==> src/rtl/pong_pkg.sv <==
// Shared Pong definitions: controller state encodings, score width and
// screen/paddle geometry used by both the sequencer and the datapath.
package pong_pkg;

    typedef enum logic [2:0] {
        ST_IDLE  = 3'd0,
        ST_SERVE = 3'd1,
        ST_PLAY  = 3'd2,
        ST_POINT = 3'd3,
        ST_OVER  = 3'd4
    } state_t;

    localparam int SCORE_W       = 4;
    localparam int SCREEN_WIDTH  = 480;
    localparam int SCREEN_HEIGHT = 272;
    localparam int PADDLE_WIDTH  = 8;
    localparam int PADDLE_HEIGHT = 48;
    localparam int PADDLE_MARGIN = 16;

endpackage

==> src/rtl/pong_game_ctrl_sync_edge.sv <==
// Two-flop synchroniser for an asynchronous level, followed by a registered
// single-cycle rising-edge pulse.
module sync_edge (
    input  logic clk,
    input  logic resetn,
    input  logic din,
    output logic rise
);

    logic s1, s2, s3;

    always_ff @(posedge clk or negedge resetn) begin
        if (!resetn) begin
            s1   <= 1'b0;
            s2   <= 1'b0;
            s3   <= 1'b0;
            rise <= 1'b0;
        end else begin
            s1   <= din;
            s2   <= s1;
            s3   <= s2;
            rise <= s2 & ~s3;
        end
    end

endmodule

==> src/rtl/pong_game_ctrl.sv <==
// Pong game sequencer: frame tick from vsync, game FSM, step strobes
// for the ball/paddle datapath and score keeping.
module pong_game_ctrl
    import pong_pkg::*;
#(
    parameter int WIN_SCORE          = 9,
    parameter int SERVE_DELAY_FRAMES = 60,
    parameter int POINT_DELAY_FRAMES = 90,
    parameter int BALL_DIV           = 1
) (
    input  logic               clk,
    input  logic               resetn,
    input  logic               vsync,
    input  logic               btn_start,
    input  logic               miss_left,
    input  logic               miss_right,
    output logic               ball_step,
    output logic               paddle_step,
    output logic               serve,
    output logic               serve_dir,
    output logic               ball_visible,
    output logic               game_over,
    output logic [SCORE_W-1:0] score1,
    output logic [SCORE_W-1:0] score2,
    output logic [2:0]         state
);

    localparam int MAX_DLY = (SERVE_DELAY_FRAMES > POINT_DELAY_FRAMES) ?
                             SERVE_DELAY_FRAMES : POINT_DELAY_FRAMES;
    localparam int CNT_W = (MAX_DLY > 1) ? $clog2(MAX_DLY) : 1;
    localparam int DIV_W = (BALL_DIV > 1) ? $clog2(BALL_DIV) : 1;

    localparam logic [CNT_W-1:0]   SERVE_LD = CNT_W'(SERVE_DELAY_FRAMES - 1);
    localparam logic [CNT_W-1:0]   POINT_LD = CNT_W'(POINT_DELAY_FRAMES - 1);
    localparam logic [DIV_W-1:0]   DIV_TOP  = DIV_W'(BALL_DIV - 1);
    localparam logic [SCORE_W-1:0] WIN      = SCORE_W'(WIN_SCORE);

    logic frame_tick, start_edge;

    sync_edge u_vs (
        .clk    (clk),
        .resetn (resetn),
        .din    (vsync),
        .rise   (frame_tick)
    );

    sync_edge u_start (
        .clk    (clk),
        .resetn (resetn),
        .din    (btn_start),
        .rise   (start_edge)
    );

    state_t             st, st_n;
    logic [CNT_W-1:0]   cnt, cnt_n;
    logic [DIV_W-1:0]   div, div_n;
    logic [SCORE_W-1:0] s1_n, s2_n;
    logic               dir_n, ball_n, pad_n, serve_n;

    assign state = st;

    always_ff @(posedge clk or negedge resetn) begin
        if (!resetn) begin
            st           <= ST_IDLE;
            cnt          <= '0;
            div          <= '0;
            score1       <= '0;
            score2       <= '0;
            serve_dir    <= 1'b1;
            ball_step    <= 1'b0;
            paddle_step  <= 1'b0;
            serve        <= 1'b0;
            ball_visible <= 1'b0;
            game_over    <= 1'b0;
        end else begin
            st           <= st_n;
            cnt          <= cnt_n;
            div          <= div_n;
            score1       <= s1_n;
            score2       <= s2_n;
            serve_dir    <= dir_n;
            ball_step    <= ball_n;
            paddle_step  <= pad_n;
            serve        <= serve_n;
            ball_visible <= (st_n == ST_PLAY);
            game_over    <= (st_n == ST_OVER);
        end
    end

    always_comb begin
        st_n    = st;
        cnt_n   = cnt;
        div_n   = div;
        s1_n    = score1;
        s2_n    = score2;
        dir_n   = serve_dir;
        ball_n  = 1'b0;
        pad_n   = 1'b0;
        serve_n = 1'b0;

        unique case (st)
            ST_IDLE: begin
                pad_n = frame_tick;
            end
            ST_SERVE: begin
                pad_n = frame_tick;
                if (frame_tick) begin
                    if (cnt == '0) begin
                        serve_n = 1'b1;
                        st_n    = ST_PLAY;
                        div_n   = '0;
                    end else begin
                        cnt_n = cnt - 1'b1;
                    end
                end
            end
            ST_PLAY: begin
                if (frame_tick) begin
                    pad_n = 1'b1;
                    if (div == DIV_TOP) begin
                        ball_n = 1'b1;
                        div_n  = '0;
                    end else begin
                        div_n = div + 1'b1;
                    end
                end
                if (miss_left || miss_right) begin
                    if (miss_right) s1_n = score1 + 1'b1;
                    if (miss_left)  s2_n = score2 + 1'b1;
                    if (miss_left ^ miss_right) dir_n = miss_right;
                    // A simultaneous double miss can end the game for either side.
                    if ((miss_right && s1_n == WIN) ||
                        (miss_left && s2_n == WIN)) begin
                        st_n = ST_OVER;
                    end else begin
                        st_n  = ST_POINT;
                        cnt_n = POINT_LD;
                    end
                end
            end
            ST_POINT: begin
                pad_n = frame_tick;
                if (frame_tick) begin
                    if (cnt == '0) begin
                        st_n  = ST_SERVE;
                        cnt_n = SERVE_LD;
                    end else begin
                        cnt_n = cnt - 1'b1;
                    end
                end
            end
            ST_OVER: begin
            end
            default: begin
                st_n = ST_IDLE;
            end
        endcase

        // Start wins over any miss seen in the same cycle.
        if (start_edge) begin
            st_n  = ST_SERVE;
            cnt_n = SERVE_LD;
            s1_n  = '0;
            s2_n  = '0;
            dir_n = 1'b1;
        end
    end

endmodule
==> config.mk <==
export PLATFORM = sky130hd
export DESIGN_NAME = pong_game_ctrl
export DESIGN_NICKNAME = d
export VERILOG_FILES = /design/src/rtl/pong_pkg.sv /design/src/rtl/pong_game_ctrl_sync_edge.sv /design/src/rtl/pong_game_ctrl.sv
export SDC_FILE = /design/constraint.sdc
export NUM_CORES = 1
export LEC_CHECK = 0
export ABC_AREA = 1
export CORE_ASPECT_RATIO = 1.5
export CORE_MARGIN = 2
export CORE_UTILIZATION = 45
export DETAILED_ROUTE_END_ITERATION = 16
export DONT_BUFFER_PORTS = 1
export HOLD_SLACK_MARGIN = 0.08
export PLACE_DENSITY = 0.65
export SLEW_MARGIN = 15
export SYNTH_ARGS = -nofsm -noshare
export SYNTH_HDL_FRONTEND = slang
export SYNTH_SLANG_ARGS = --single-unit
==> constraint.sdc <==
create_clock -name clk -period 4.6 [get_ports clk]
set_input_delay 0.92 -clock clk [delete_from_list [all_inputs] [get_ports clk]]
set_output_delay 0.92 -clock clk [all_outputs]
set_load 0.05 [all_outputs]
==> run metrics, run 1 <==
DRC violations left 0; post-synthesis instance area 0.00169 mm2; initial core utilization 46.3%; largest family of logic cells by synthesized area simple AND/OR/NAND/NOR gates; Worst R2R Start score1[1]; RSZ-0062 raised after global routing false; Max Fclk 501 MHz; number of distinct library cell variants in the gate-level netlist after synthesis 28; Post-DRT Antenna Nets 0; setup fix buffers added after clock tree synthesis 0; number of antenna violations at the first check in global routing 0; multiplexer fraction of the synthesized cell area 0%; total instance count after detailed placement 245; worst-path fanout max 7; CTS Root Buffer Type sky130_fd_sc_hd__clkbuf_8; Layout Area Growth over Synthesis 9.18%; DIE AREA roughly 0.0043 mm2; detailed-route wire length on metal 1 1320 um; fin worst setup slack 2610 ps; post-detailed-route wirelength per cell between 10 and 15 um; number of port buffers 0; total length of routed met3 wires 135 um; syn avg cell area about 8.3 um2; Remaining Overflow, GRT 0; final hold vios 0; hold_buf cts 0; startpoint of the most critical setup path state[2]; Worst Setup End Kind output port; pre-CTS worst setup slack 2660 ps; type of origin of the critical path flip-flop; VDD IR max about 0.00027 V; share of post-route cells with drive strength above 1 13.3%; outcome complete, no violations; antenna fix cells 0; slew at the pin closest to its max-slew limit ~720 ps; Initial DRT Pass Iterations 5; Final setup violation count 0; Std-Cell Rows 27; data arrival time of the critical path around 1100 ps; post-layout instance count excluding filler cells between 200 and 300; number of H-tree levels 2; clock sinks 32; crit path kind reg2out; TritonCTS clock tree done; Via density 5.28; final HPWL from detailed placement 2470 um; area of the placeable core between 0.003 and 0.004 mm2; total CTS buffers 5; wire length of the first global-routing pass 5600 um; maximum clock path buffer count 2; width of the die 54.0 um; post-route minimum period 1990 ps; max-cap check violation count 0; cell count after synthesis approximately 200; setup_tns 0 ps; power after layout just under 900 uW; post-synthesis sequential area ratio 47.4%; highest layer used for signal routing met4; routed length on met2 1780 um; total detailed-routing wirelength between 3000 and 4000 um; Layout Nets 219; placer congestion estimate 0.845; synth warn 0; post-route fraction of the period consumed by the critical path 43.4%; total track usage 18.4%; R2R setup slack between 2000 and 3000 ps; xor and xnor area share after synthesis around 2.1%; vias 1336; vertical die dimension about 79 um; share of the core filled with cells in the final layout 50.6%; Synthesized Nets 214; number of max-slew violations in the final report 0; Post-Synth Simple-Gate Area 32.3%; clock-pin slew on the worst setup and hold paths 70 ps; worst-skew pair later-pin latency 290 ps; leakage power total 0.000937 uW; worst-case headroom to the max-slew limit 51.8%; via count of the first global-routing pass ~1.2k; power per cell area 474 mW/mm2; worst path required time 3680 ps; Detailed Route Iter0 Violations 26; adder and majority cell fraction of the synthesized area 2.96%; maximum number of pins on one net before global-route repair 33; worst clock skew on the final layout 3.55 ps; class of the worst hold path in2async; synthesized-area fraction occupied by ao, oa, aoi and oai cells under 10%; Post-CTS Resized 0; num ports 23; flops & latches, synth 32
per-layer routing:
metal | up-vias | track usage (%)
met5 | - | 0
met4 | 0 | 9.50
met3 | 5 | 5.83
met2 | 26 | 30.6
met1 | 633 | 20.3
li1 | 672 | -
final timing paths:
check	cells past startpoint	endpoint
setup / recovery	0	state[2]
hold / removal	0	cnt[5]
setup reg to reg	10	cnt[5]
hold reg to reg	0	u_vs.s2
max in group asynchronous	0	serve_dir
min in group clk	0	u_vs.s2
where the power goes:
| group | total [uW] | leakage [uW] | switching, uW | internal (uW) |
|---|---|---|---|---|
| registers | 367 | 0.000410 | 49.3 | 318 |
| clock network | 271 | 0.0000541 | 111 | 160 |
| logic | 237 | 0.000472 | 144 | 92.5 |
synth_stat cells (all sizes together):
cell	n	area, um2
nand3b	1	7.51
dfstp	1	26.3
o22ai	1	6.26
o21ai	11	55.1
inv	30	113
or2	1	6.26
nand4	11	68.8
a211oi	1	7.51
dfrtp	31	776
a21oi	6	33.8
nand3	20	135
xor2	4	35.0
ha	4	50.1
o2111ai	1	8.76
o211ai	2	15.0
nand2	57	231
nor2	19	96.3
o311ai	1	8.76
buf	2	10.0
flip-flops by register name, indices dropped and copies added (netlist names), 3 cells and up:
register  count
state         3
score1        4
score2        4
cnt           7
metrics by stage:
| step | cell area, um2 | hold slack, ps |
|---|---|---|
| after floorplan | 1690 | 331 |
| after global placement | 1730 | 333 |
| after detailed placement | 1730 | 338 |
| after CTS | 1850 | 305 |
| after global routing | 1850 | 304 |
| final | 1850 | 315 |
layout make-up:
| type | instances | area [um2] |
|---|---|---|
| Fill cell | 364 | 1800 |
| Sequential cell | 32 | 802 |
| Multi-Input combinational cell | 140 | 766 |
| Inverter | 30 | 113 |
| Clock buffer | 5 | 68.8 |
| Tap cell | 43 | 53.8 |
| Clock inverter | 3 | 42.5 |
cells by family after synthesis:
| kind of cell | count (synthesis) |
|---|---|
| and+or+nand+nor | 109 |
| buffers and inverters | 32 |
| DFF | 32 |
| AOI/OAI and AO/OA | 23 |
| xor gates and xnor gates | 4 |
| adders and majority gates | 4 |
placed cells by master, fill, tap and decap left out, types with 2 or more instances in the layout:
cell type                  Yosys  routed
sky130_fd_sc_hd__o211ai_1      2       2
sky130_fd_sc_hd__dfrtp_1      31      31
sky130_fd_sc_hd__nand2_2       4       4
sky130_fd_sc_hd__nor2_1       15      15
sky130_fd_sc_hd__nand3_4       2       2
sky130_fd_sc_hd__ha_1          4       4
sky130_fd_sc_hd__nor2_4        3       3
sky130_fd_sc_hd__o21ai_0       9       9
sky130_fd_sc_hd__nand2_1      52      52
sky130_fd_sc_hd__clkbuf_8      0       5
sky130_fd_sc_hd__xor2_1        4       4
sky130_fd_sc_hd__inv_1        26      26
sky130_fd_sc_hd__nand4_1      11      11
sky130_fd_sc_hd__nand3_2       2       2
sky130_fd_sc_hd__o21ai_1       2       2
sky130_fd_sc_hd__inv_2         4       4
sky130_fd_sc_hd__nand3_1      16      16
sky130_fd_sc_hd__a21oi_1       5       5
(Power assumes the default switching activity.)
==> inputs of run 2 (changes only) <==
==> constraint.sdc (replaced) <==
create_clock -name clk -period 2.1 [get_ports clk]
set_input_delay 0.42 -clock clk [delete_from_list [all_inputs] [get_ports clk]]
set_output_delay 0.42 -clock clk [all_outputs]
set_load 0.05 [all_outputs]
==> run metrics, run 2 (synthesis results as in run 1) <==
number of max-slew violations in the final report 0 (unchanged); commonest non-fill, non-tap cells in the layout sky130_fd_sc_hd__nand2_1, sky130_fd_sc_hd__dfrtp_1, sky130_fd_sc_hd__inv_1; Post-CTS Resized 0 (unchanged); via count of the first global-routing pass 1323 (+6.7%); final std cell area, no fill 0.00196 mm2 (+6.1%); vias 1372 (+2.7%); share of the core filled with cells in the final layout 53.7% (+3.1 points); Initial DRT Pass Iterations 6 (+1); placer congestion estimate 0.806 (-4.7%); total CTS buffers 5 (unchanged); register ranked first by flip-flop count cnt; worst r2r path cells 11 (+1); leading cell type in the layout, fill and taps excluded sky130_fd_sc_hd__nand2_1; final hold vios 0 (unchanged); number of H-tree levels 2 (unchanged); Layout Area Growth over Synthesis 15.8%; hold path depth 0; VDD IR max 0.000505 V (+89%); Post-DP Area 0.00182 mm2 (+4.8%); DRC violations left 0 (unchanged); class of the worst hold path in2reg; total track usage 19.4% (+0.95 points); RSZ-0062 raised after global routing false; Final setup violation count 0 (unchanged); num ports 23 (unchanged); type of origin of the critical path flip-flop; post-route fraction of the period consumed by the critical path 78.6%; max-cap check violation count 0 (unchanged); Fill cells 337 (-7.4%); worst-skew pair later-pin latency 280 ps (about the same); proportion of power drawn by the clock network 29.9% (-1.1 points); number of flip-flops in the largest register 7 (unchanged); internal portion of total power 1260 uW (+120%); Detailed Route Iter0 Violations 26 (unchanged); slew at the pin closest to its max-slew limit 556 ps (-166 ps); initial core utilization 46.3% (unchanged); worst clock skew on the final layout 5.04 ps (+1.49 ps); Hold WS 158 ps (-157 ps); number of port buffers 0 (unchanged); combinational cell fraction of total power 29.6% (+2.5 points); post-detailed-route wirelength per cell 12.9 um (-1.3%); area of the placeable core 0.00365 mm2 (unchanged); outcome complete, no violations; post-route minimum period 1650 ps; wire length of the first global-routing pass 5950 um (+6.4%); Post-DRT Antenna Nets 0 (unchanged); leakage power total 0.00101 uW (+7.6%); worst-case headroom to the max-slew limit 62.9% (+11 points); largest registers cnt x7, score1 x4, score2 x4; Via density 5.16 (-2.3%); data arrival time of the critical path 1820 ps (+750 ps); CTS Root Buffer Type sky130_fd_sc_hd__clkbuf_8; DIE AREA 0.00427 mm2 (unchanged); share of post-route cells with drive strength above 1 17.9% (+4.6 points); width of the die 54.0 um (unchanged); maximum number of pins on one net before global-route repair 33 (unchanged); TritonCTS clock tree done; worst-path fanout max 4 (-3); Remaining Overflow, GRT 0 (unchanged); worst path required time 2270 ps (-1410 ps); total detailed-routing wirelength 3440 um (+3.8%); antenna fix cells 0 (unchanged); setup fix buffers added after clock tree synthesis 0 (unchanged); final HPWL from detailed placement 2600 um (+5.2%); sequential cell fraction of total power 40.5% (-1.5 points); maximum clock path buffer count 2 (unchanged); number of antenna violations at the first check in global routing 0 (unchanged); Std-Cell Rows 27 (unchanged); crit path kind reg2reg; setup_tns 0 ps (unchanged); power per cell area 991 mW/mm2 (+110%); clock sinks 32 (unchanged); Max Fclk 606 MHz; Net Sw Power 675 uW (+120%); vertical die dimension 79.1 um (unchanged); Layout Nets 232 (+5.9%); Worst Setup End Kind flip-flop; switching share of power 34.8% (+0.040 points); clock-pin slew on the worst setup and hold paths 70 ps (about the same); power after layout 1940 uW (+120%)
==> run 2: power groups by stage <==
stage / clock network (uW) / registers (uW) / logic (uW)
floorplan: 0 / 793 / 440
global placement: 0 / 798 / 556
detailed placement: 0 / 798 / 557
CTS: 592 / 787 / 579
global route: 621 / 797 / 653
finish: 580 / 787 / 573
==> run 2: cell type report <==
| cell class | count | area (um2) | share of cell area (%) |
|---|---|---|---|
| Timing Repair Buffer | 13 | 113 | 5.75 |
| Inverter | 30 | 113 | 5.75 |
| Sequential cell | 32 | 802 | 41.0 |
| Clock buffer | 5 | 68.8 | 3.51 |
| Clock inverter | 3 | 42.5 | 2.17 |
| Multi-Input combinational cell | 140 | 766 | 39.1 |
| Tap cell | 43 | 53.8 | 2.75 |
==> run 2: final timing paths <==
| check | startpoint | end | slack [ps] |
|---|---|---|---|
| max reg2reg | cnt[0] | ball_visible | 450 |
| min in group asynchronous | resetn | state[0] | 610 |
| max | cnt[0] | ball_visible | 450 |
| min reg2reg | u_start.s1 | u_start.s2 | 350 |
| min | btn_start | u_start.s1 | 160 |
| max in group asynchronous | resetn | serve_dir | 1260 |
==> run 2: layer usage <==
layer	GRT usage, %	routed length (um)	up-vias
li1	-	-	701
met1	21.0	1340	641
met4	8.25	71	0
met2	34.5	1930	23
met5	0	0	-
met3	4.32	101	7
==> run 2: timing repair <==
| action | in CTS | in global routing |
|---|---|---|
| setup endpoints to repair | 0 | 0 |
| endpoints found under the hold margin | 32 | 0 |
| hold buffers | 2 | 0 |
==> run 2: through the flow <==
step                      setup slack, ps  instances
after floorplan                       352        204
after global placement                455        256
after detailed placement              454        256
after CTS                             448        266
after global routing                  226        266
final                                 450        266
==> run 2: worst max-delay path, stage by stage (launching register included) <==
cell and delay [ps]:
sky130_fd_sc_hd__dfrtp_1 400, sky130_fd_sc_hd__inv_1 120, sky130_fd_sc_hd__ha_1 190, sky130_fd_sc_hd__nand2_1 80, sky130_fd_sc_hd__nor2_1 160, sky130_fd_sc_hd__nand2_1 100
sky130_fd_sc_hd__o21ai_1 170, sky130_fd_sc_hd__nand2_1 70, sky130_fd_sc_hd__nand2_1 60, sky130_fd_sc_hd__nand3_1 60, sky130_fd_sc_hd__nand2_1 80, sky130_fd_sc_hd__nor2_1 50
==> inputs of run 3 (changes only) <==
--- a/config.mk
+++ b/config.mk
@@ -12,7 +12,7 @@
 export DETAILED_ROUTE_END_ITERATION = 16
 export DONT_BUFFER_PORTS = 1
 export HOLD_SLACK_MARGIN = 0.08
-export PLACE_DENSITY = 0.65
+export PLACE_DENSITY = 0.67
 export SLEW_MARGIN = 15
 export SYNTH_ARGS = -nofsm -noshare
 export SYNTH_HDL_FRONTEND = slang
==> constraint.sdc (replaced) <==
create_clock -name clk -period 1.4 [get_ports clk]
set_input_delay 0.28 -clock clk [delete_from_list [all_inputs] [get_ports clk]]
set_output_delay 0.28 -clock clk [all_outputs]
set_load 0.05 [all_outputs]
==> run metrics, run 3 (synthesis results as in run 1) <==
outcome finished with violations; violated checks setup timing; total track usage 21.4% (+2.0 points); delay contributed by the slowest stage of the critical path 430 ps (+30 ps); Final setup violation count 11 (+11); total detailed-routing wirelength 4100 um (+19%); largest registers cnt x7, score1 x4, score2 x4; post-detailed-route wirelength per cell 13.8 um (+6.4%); Remaining Overflow, GRT 0 (unchanged); setup_tns -1060 ps (-1060 ps); type of origin of the critical path flip-flop; number of max-slew violations in the final report 0 (unchanged); number of H-tree levels 2 (unchanged); worst path required time 1620 ps (-650 ps); Via density 5.11 (-0.98%); width of the die 54.0 um (unchanged); register ranked first by flip-flop count cnt; fin worst setup slack -149 ps (-600 ps); highest layer used for signal routing met4; total length of routed met3 wires 92 um (-8.9%); post-route fraction of the period consumed by the critical path 111% (+32 points); TritonCTS clock tree done; area of the placeable core 0.00365 mm2 (unchanged); Std-Cell Rows 27 (unchanged); DRC violations left 0 (unchanged); final HPWL from detailed placement 2710 um (+4.4%); maximum number of pins on one net before global-route repair 33 (unchanged); clock sinks 32 (unchanged); RSZ-0062 raised after global routing true; clock-pin slew on the worst setup and hold paths 60 ps (about the same); leading cell type in the layout, fill and taps excluded sky130_fd_sc_hd__buf_4; worst-case headroom to the max-slew limit 68.9% (+6.0 points); number of flip-flops in the largest register 7 (unchanged); crit path kind reg2reg; CTS Root Buffer Type sky130_fd_sc_hd__clkbuf_8; worst-skew pair later-pin latency 290 ps (about the same); Layout Area Growth over Synthesis 39.7%; Initial DRT Pass Iterations 4 (-2); total CTS buffers 5 (unchanged); placer congestion estimate 0.845 (+4.9%); max-cap check violation count 0 (unchanged); number of port buffers 0 (unchanged); worst-path fanout max 7 (+3); Post-DRT Antenna Nets 0 (unchanged); slew at the pin closest to its max-slew limit 466 ps (-89.7 ps); detailed-route wire length on metal 1 1570 um (+17%); antenna fix cells 0 (unchanged); class of the worst hold path in2reg; vertical die dimension 79.1 um (unchanged); leakage power total 0.00116 uW (+15%); via count of the first global-routing pass 1495 (+13%); most frequent CP cell sky130_fd_sc_hd__nand2_2; num ports 23 (unchanged); share of the core filled with cells in the final layout 64.7% (+11 points); final hold vios 0 (unchanged); routed length on met2 2320 um (+20%); power per cell area 1450 mW/mm2 (+46%); Max Fclk 646 MHz (+6.5%); post-route minimum period 1550 ps (-100 ps); DIE AREA 0.00427 mm2 (unchanged); ordered list of cells on the worst path ha_4, inv_2, nand3_2, a21oi_2, nand2_2, nand2_2, nand3_4, nand3_4, nand2_2, nand2_1; Worst Setup End Kind flip-flop; data arrival time of the critical path 1770 ps (-50 ps); Layout Nets 264 (+14%); commonest non-fill, non-tap cells in the layout sky130_fd_sc_hd__buf_4, sky130_fd_sc_hd__nand2_1, sky130_fd_sc_hd__dfrtp_1; Detailed Route Iter0 Violations 37 (+42%); share of post-route cells with drive strength above 1 43.9% (+26 points); master of the slowest instance on the critical path sky130_fd_sc_hd__dfrtp_2; VDD IR max 0.00115 V (+130%); initial core utilization 46.3% (unchanged); maximum clock path buffer count 2 (unchanged); number of antenna violations at the first check in global routing 0 (unchanged); wire length of the first global-routing pass 6650 um (+12%); vias 1522 (+11%); worst clock skew on the final layout 7.27 ps (+2.22 ps)
[run 3: per-layer routing]
layer / global-route usage [%] / vias to the layer above
li1: - / 762
met1: 24.5 / 731
met2: 37.4 / 20
met3: 4.14 / 9
met4: 8.75 / 0
met5: 0 / -
[run 3: timing repair]
item	CTS	global route
hold buffers	4	0
buffers inserted	4	4
pin swaps	20	13
gates resized for setup	20	24
endpoints found under the hold margin	34	0
endpoints found under the setup margin	12	17
[run 3: metrics by stage]
step                hold slack [ps]  instances  worst slack, ps  total power [uW]  instance area (um2)
global route                    195        298             -241              3650                 2360
finish                          180        298             -149              3420                 2360
CTS                             195        294             -127              3300                 2260
detailed placement            -15.1        278             -248              2240                 2000
global placement              -15.0        278             -218              2240                 2000
floorplan                     -15.6        204             -202              1860                 1710
[run 3: worst max-delay path, delay by kind of cell, from the launching register on]
kind | cells | cell delay, ps
fa+ha+maj | 1 | 240
buf+inv | 1 | 50
compound gates | 1 | 140
simple gates | 7 | 630
flops | 1 | 430
[run 3: worst paths after layout]
| kind | from | to | slack [ps] | cells after the start |
|---|---|---|---|---|
| worst max-delay path | score1[0] | cnt[5] | -150 | 10 |
| worst min-delay path | miss_left | score2[0] | 180 | 2 |
| worst max register to register | score1[0] | cnt[5] | -150 | 10 |
| worst min register to register | u_start.s1 | u_start.s2 | 350 | 0 |
| max in group asynchronous | resetn | serve_dir | 680 | 2 |
| min in group asynchronous | resetn | u_vs.rise | 480 | 2 |
[run 3: area by class of cell]
cell class	instances	area [um2]
inverters	30	116
repair buffers	45	365
multi-input cells	140	908
clock buffers	6	72.6
fillers	307	1290
well taps	43	53.8
clock inverters	2	35.0
flip-flops and latches	32	811
[run 3: report_power, final]
| group | leakage (uW) | switching (uW) | internal (uW) |
|---|---|---|---|
| clock network | 0.0000552 | 335 | 527 |
| registers | 0.000400 | 104 | 1050 |
| logic | 0.000700 | 752 | 650 |
| total | 0.00116 | 1190 | 2220 |
